$ cat src/rtl/cu_pkg.sv
// Shared definitions for the MCU control unit: sequencer states and the
// opcode/func3 encodings used by cu_fsm and the decoder cu_dcdr.
package cu_pkg;

  typedef enum logic [1:0] {
    ST_FETCH = 2'd0,
    ST_EXEC  = 2'd1,
    ST_WB    = 2'd2,
    ST_INTR  = 2'd3
  } cu_state_t;

  localparam logic [6:0] OP_LUI    = 7'b0110111;
  localparam logic [6:0] OP_AUIPC  = 7'b0010111;
  localparam logic [6:0] OP_JAL    = 7'b1101111;
  localparam logic [6:0] OP_JALR   = 7'b1100111;
  localparam logic [6:0] OP_BRANCH = 7'b1100011;
  localparam logic [6:0] OP_LOAD   = 7'b0000011;
  localparam logic [6:0] OP_STORE  = 7'b0100011;
  localparam logic [6:0] OP_IMM    = 7'b0010011;
  localparam logic [6:0] OP_REG    = 7'b0110011;
  localparam logic [6:0] OP_SYS    = 7'b1110011;

  localparam logic [2:0] F3_CSRRW  = 3'b001;
  localparam logic [2:0] F3_PRIV   = 3'b000;

endpackage

$ cat src/rtl/cu_fsm.sv
// Multicycle sequencer for the MCU core. Steps each instruction through
// FETCH -> EXEC [-> WB] [-> INTR], waiting on memory ready handshakes, and
// takes a pending machine interrupt between instructions.
// Ports:
//   clk, rst                  clock, synchronous active-high reset
//   opcode, func3             current instruction fields (valid from EXEC)
//   intr, mie                 interrupt request level and mstatus.MIE
//   imem_ready, dmem_ready    memory handshakes
//   pc_write, reg_write       PC load / register file write enables
//   mem_rden1, mem_rden2      instruction fetch / data read strobes
//   mem_we2, csr_we           data write strobe / CSR write enable
//   int_taken, mret_exec      interrupt entry / mret execution pulses
// Outputs are combinational from state and inputs.
module cu_fsm
  import cu_pkg::*;
#(
  parameter int INTR_EN = 1
) (
  input  logic       clk,
  input  logic       rst,
  input  logic [6:0] opcode,
  input  logic [2:0] func3,
  input  logic       intr,
  input  logic       mie,
  input  logic       imem_ready,
  input  logic       dmem_ready,
  output logic       pc_write,
  output logic       reg_write,
  output logic       mem_rden1,
  output logic       mem_rden2,
  output logic       mem_we2,
  output logic       csr_we,
  output logic       int_taken,
  output logic       mret_exec
);

  cu_state_t state_q, state_d;
  logic      intr_pend;
  logic      exec_done;  // EXEC completes this cycle (load never does)
  logic      is_mret;    // mret defers interrupt sampling by one instruction

  assign intr_pend = (INTR_EN != 0) && intr && mie;

  always_comb begin
    state_d   = state_q;
    pc_write  = 1'b0;
    reg_write = 1'b0;
    mem_rden1 = 1'b0;
    mem_rden2 = 1'b0;
    mem_we2   = 1'b0;
    csr_we    = 1'b0;
    int_taken = 1'b0;
    mret_exec = 1'b0;
    exec_done = 1'b0;
    is_mret   = 1'b0;

    case (state_q)
      ST_FETCH: begin
        mem_rden1 = 1'b1;
        if (imem_ready) state_d = ST_EXEC;
      end

      ST_EXEC: begin
        exec_done = 1'b1;
        case (opcode)
          OP_REG, OP_IMM, OP_LUI, OP_AUIPC, OP_JAL, OP_JALR: begin
            reg_write = 1'b1;
            pc_write  = 1'b1;
          end
          OP_LOAD: begin
            mem_rden2 = 1'b1;
            exec_done = 1'b0;
            state_d   = ST_WB;
          end
          OP_STORE: begin
            // Strobe held across stalls; PC advances only once accepted.
            mem_we2   = 1'b1;
            pc_write  = dmem_ready;
            exec_done = dmem_ready;
          end
          OP_SYS: begin
            pc_write = 1'b1;
            if (func3 == F3_CSRRW) begin
              csr_we    = 1'b1;
              reg_write = 1'b1;
            end else if (func3 == F3_PRIV) begin
              mret_exec = 1'b1;
              is_mret   = 1'b1;
            end
          end
          default: pc_write = 1'b1;  // branch and unknown opcodes
        endcase
        if (exec_done) state_d = (intr_pend && !is_mret) ? ST_INTR : ST_FETCH;
      end

      ST_WB: begin
        mem_rden2 = 1'b1;
        if (dmem_ready) begin
          reg_write = 1'b1;
          pc_write  = 1'b1;
          state_d   = intr_pend ? ST_INTR : ST_FETCH;
        end
      end

      ST_INTR: begin
        int_taken = 1'b1;
        pc_write  = 1'b1;
        state_d   = ST_FETCH;
      end

      default: state_d = ST_FETCH;
    endcase

    // Reset suppresses every strobe, even mid-instruction.
    if (rst) begin
      state_d   = ST_FETCH;
      pc_write  = 1'b0;
      reg_write = 1'b0;
      mem_rden1 = 1'b0;
      mem_rden2 = 1'b0;
      mem_we2   = 1'b0;
      csr_we    = 1'b0;
      int_taken = 1'b0;
      mret_exec = 1'b0;
    end
  end

  always_ff @(posedge clk) begin
    if (rst) state_q <= ST_FETCH;
    else     state_q <= state_d;
  end

endmodule

$ cat config.mk
export PLATFORM = sky130hd
export DESIGN_NAME = cu_fsm
export DESIGN_NICKNAME = d
export VERILOG_FILES = /design/src/rtl/cu_pkg.sv /design/src/rtl/cu_fsm.sv
export SDC_FILE = /design/constraint.sdc
export NUM_CORES = 1
export LEC_CHECK = 0
export CORE_AREA = 4 4 41 43
export CTS_BUF_LIST = sky130_fd_sc_hd__clkbuf_4 sky130_fd_sc_hd__clkbuf_8
export DETAILED_ROUTE_END_ITERATION = 8
export DIE_AREA = 0 0 45 47
export PLACE_DENSITY = 0.74
export SYNTH_ARGS = -nofsm -noshare
export SYNTH_HDL_FRONTEND = slang
export SYNTH_SLANG_ARGS = --single-unit
$ cat constraint.sdc
create_clock -name clk -period 1.8 [get_ports clk]
set_clock_uncertainty 0.15 [all_clocks]
set_input_delay 0.36 -clock clk [delete_from_list [all_inputs] [get_ports clk]]
set_output_delay 0.36 -clock clk [all_outputs]
set_load 0.03 [all_outputs]
After elaboration in Yosys (flattened, before gate mapping)

Cells that the tools add are included.

Multipliers: 0
Order comparisons: 0
Mux-type cells: 35
Shifts and indexed selects: 0
Div/mod/pow operators: 0
Equal/unequal tests: 16
Add/sub/neg operators: 0
Reduce and logical (&&, ||, !) cells: 7
Bitwise operators: 0

Operators with widths:

| operator                                                               | number |
|---|---|
| 1-bit two-way mux                                                      | 23 |
| 7-bit by 6-bit equality test with 1-bit output (second input constant) | 3 |
| 7-bit equality test (second input constant)                            | 3 |
| 7-bit by 5-bit equality test with 1-bit output (second input constant) | 2 |
| 2-bit two-way mux                                                      | 6 |
| 1-bit case mux with 2 select lines                                     | 4 |
| 2-bit case mux with 4 select lines                                     | 1 |
| 7-bit by 2-bit equality test with 1-bit output (second input constant) | 1 |
| 6-bit OR reduction                                                     | 1 |
| 2-bit equality test (second input constant)                            | 2 |
| 2-bit != test (second input constant)                                  | 2 |
| 3-bit by 1-bit equality test with 1-bit output (second input constant) | 1 |
| 3-bit zero test                                                        | 1 |
| 3-bit by 2-bit != test with 1-bit output (second input constant)       | 1 |
| 1-bit case mux with 3 select lines                                     | 1 |
| 3-bit AND reduction                                                    | 1 |
| 2-bit by 1-bit equality test with 1-bit output (second input constant) | 1 |
| 1-bit logical AND                                                      | 2 |
| 2-bit zero test                                                        | 1 |
| 1-bit zero test                                                        | 1 |

ROM bits: 0
Latch bits: 0
Memories: 0
Bits in writable memories: 0
Input bits: 16
Register bits: 2
Output and inout bits: 8
Word-level logic and storage cells: 59

Depth between registers and ports, before layout

Word-level depth: 10
Depth in mapped cells: 6
Depth with buffers taken out: 6

Worst setup path after synthesis

No wires, ideal clock.

Path type: reg2out
Start: register state_q[1]
End: output mem_we2
Path buffers: 0
Data required time: 1290 ps
Slack: -635 ps
Data arrival time: 1925 ps
Cell stages (with the launch flop): 6
Cell sequence: dfxtp_1 -> inv_1 -> ha_1 -> inv_1 -> nor4_1 -> nor4bb_1

Longest elaborated chain between the ends: 3

RTL lines:

| what                                           | RTL line      | RTL |
|---|---|---|
| from (decl)                                    | cu_fsm.sv:37  | `cu_state_t state_q, state_d;` |
| from (signal assigned)                         | cu_fsm.sv:130 | `else state_q <= state_d;` |
| 2-bit by 1-bit equality test with 1-bit output | cu_fsm.sv:57  | `case (state_q)` |
| 1-bit two-way mux                              | cu_fsm.sv:57  |  |
| 1-bit two-way mux                              | cu_fsm.sv:115 | `if (rst) begin` |
| to (decl)                                      | cu_fsm.sv:31  | `output logic mem_we2,` |

Every way passes these cells.

Worst setup path in the final report

Ends and elaborated chain as after synthesis.

==> results.json <==
{
  "status": "finished with violations",
  "violations": "negative setup slack",
  "peakVddDrop_mv": 0.440,
  "largest_register_ffs": 2,
  "syn_nets": 80,
  "setup_viol": 10,
  "fin_util_pct": 94.6,
  "instances_no_fill": 140,
  "grtUsageTotal_pct": 23.7,
  "wl_per_cell_um": 23.9,
  "cts_root_buf": "clkbuf_4",
  "slowest_stage": "dfxtp_2",
  "hpwl_um": 1450,
  "syn_inst": 59,
  "core-area_mm2": 0.00130,
  "synth_edf_count": 0,
  "placed_area_um2": 947,
  "clock.fmax_mhz": 450,
  "viasPerCell": 6.21,
  "fillers": 35,
  "grt_pass1_wl_um": 3640,
  "min_period_over_period_pct": 123,
  "globalplace.congestion": 0.852,
  "clk_latency_ps": 230,
  "port_buffers": 23,
  "syn_area_um2": 462,
  "async_flop_share_pct": 0,
  "die_h_um": 47,
  "synth_area_leaders": "ha_1 14%, dfxtp_1 8.7%, nor2b_1 8.1%",
  "fin_nets": 148,
  "fin_ws_ps": -423,
  "slew_headroom_pct": 77.1,
  "postLayoutCellArea_mm2": 0.00123,
  "grt_pass1_vias": 805,
  "ys_ff_latch": 2,
  "min_period_ps": 2220,
  "rows": 13,
  "dp_cells": 121,
  "tightest_slew_ps": 343,
  "powerDensity_mw_per_mm2": 372,
  "clock-sinks": 2,
  "die_area_mm2": 0.00212,
  "path_cells": "inv_4 -> ha_4 -> buf_6 -> inv_2 -> nor4_2 -> nor4bb_4 -> buf_4",
  "setup_tns_ps": -2160,
  "grt_setup_unrepaired": "true",
  "crit_buf_inv": 4,
  "clk_path_buf_depth": 2,
  "yosysTopAreaCellShare_pct": 13.6,
  "grt_antenna_before_repair": 0,
  "synth.avg_cell_area_um2": 7.83,
  "cp.arrival_ps": 1710,
  "end_kind": "primary output",
  "dr.pass1.iters": 4,
  "synth_area_leader_cell": "ha_1",
  "crit_fanout": 4,
  "regArea_um2": 42.5,
  "clkSlewWorstSetupHoldPaths_ps": 30,
  "detail-route-antenna-nets": 0,
  "grt_overflow": 0,
  "yosys_warnings": 0,
  "yosysSeqAreaShare_pct": 8.67,
  "die_w_um": 45,
  "ys_types": 31,
  "hold_viol": 0,
  "required_ps": 1290,
  "maxSlewViolCount": 0,
  "synthToLayoutAreaGrowth_pct": 167,
  "wl_um": 3350,
  "synthFlopType": "dfxtp_1",
  "cts_tree": "built",
  "drive_gt1_share_pct": 74.4,
  "reg_top3": "state_q x2",
  "numCtsBuffers": 3,
  "startpoint_type": "flip-flop",
  "start_util_pct": 35.5,
  "crit_type": "flip-flop to primary output",
  "maxCapViolCount": 0,
  "diodes": 0,
  "drc": 0,
  "regMostFlops": "state_q",
  "netlist_top_cells_count": "6 x inv_1, 6 x nor2b_1, 5 x ha_1",
  "h-tree-depth": 1,
  "drt_iter0_drc": 65,
  "slowest_delay_ps": 340,
  "p_leak_nw": 0.542,
  "crit_family": "simple AND/OR/NAND/NOR gates",
  "multi_input_area_um2": 581,
  "vias": 869,
  "pre_cts_slack_ps": -1060,
  "grt_max_degree": 10,
  "io-pin-count": 24,
  "hp-class": "input pin to flip-flop"
}
[cell type report]
class / count / share of cell area [%]
inverters: 6 / 2.03
clock buffers: 3 / 1.83
repair buffers: 65 / 44.0
multi-input cells: 49 / 47.2
flip-flops and latches: 2 / 3.46
well taps: 15 / 1.52
[metrics by stage]
step	power, mW	hold WS, ps
floorplan	0.144	403
global placement	0.250	506
detailed placement	0.256	527
CTS	0.401	551
global route	0.473	610
finish	0.458	588
[placed cells by master (no fill, tap or decap), drive strengths merged, types with 2 or more instances in the layout]
cell type and n:
nor2 2, nand2 4, nand3 3, a21oi 3
buf 56, nor4 3, nor4b 2, ha 5
nor2b 6, a31oi 3, dlygate4sd2 2, clkdlybuf4s50 5
and2 3, inv 6, dfxtp 2, clkbuf 4
[report_power, final]
group          total [mW]  switching (mW)  internal (mW)
clock               0.106          0.0315         0.0741
sequential         0.0525         0.00348         0.0490
combinational       0.300           0.147          0.153
[timing repair]
action | CTS | global route
hold buffers | 0 | 0
pin swaps | 11 | 7
endpoints found under the setup margin | 9 | 10
gates resized for setup | 60 | 18
setup buffers | 13 | 5
[tightest hold or removal path, delay by kind of cell]
family / cells / cell delay, ps
compound gates: 1 / 60
simple gates: 2 / 220
buf+inv: 2 / 280
[cells by family after synthesis]
group / share of synthesized area (%)
and+or+nand+nor: 41.2
AOI/OAI and AO/OA: 27.6
buffers and inverters: 8.94
adders and majority gates: 13.6
DFF: 8.67
[path summary, 6_finish.rpt]
check | startpoint | to | slack, ps | depth (start not counted)
max | state_q[1]$_SDFFE_PP0P_ | mem_we2 | -420 | 7
min | opcode[5] | state_q[1]$_SDFFE_PP0P_ | 590 | 5
max reg2reg | state_q[1]$_SDFFE_PP0P_ | state_q[1]$_SDFFE_PP0P_ | -90 | 8
min reg2reg | state_q[0]$_SDFFE_PP0P_ | state_q[0]$_SDFFE_PP0P_ | 640 | 4
[layer usage]
metal | wire length (um) | vias up | GRT usage [%] | share of wire [%]
met3 | 310 | 22 | 4.98 | 9.3
li1 | - | 357 | - | -
met5 | 0 | - | 0 | 0
met2 | 1610 | 70 | 41.5 | 48
met1 | 1280 | 420 | 26.4 | 38
met4 | 155 | 0 | 14.0 | 4.6
(Power assumes the default switching activity.)
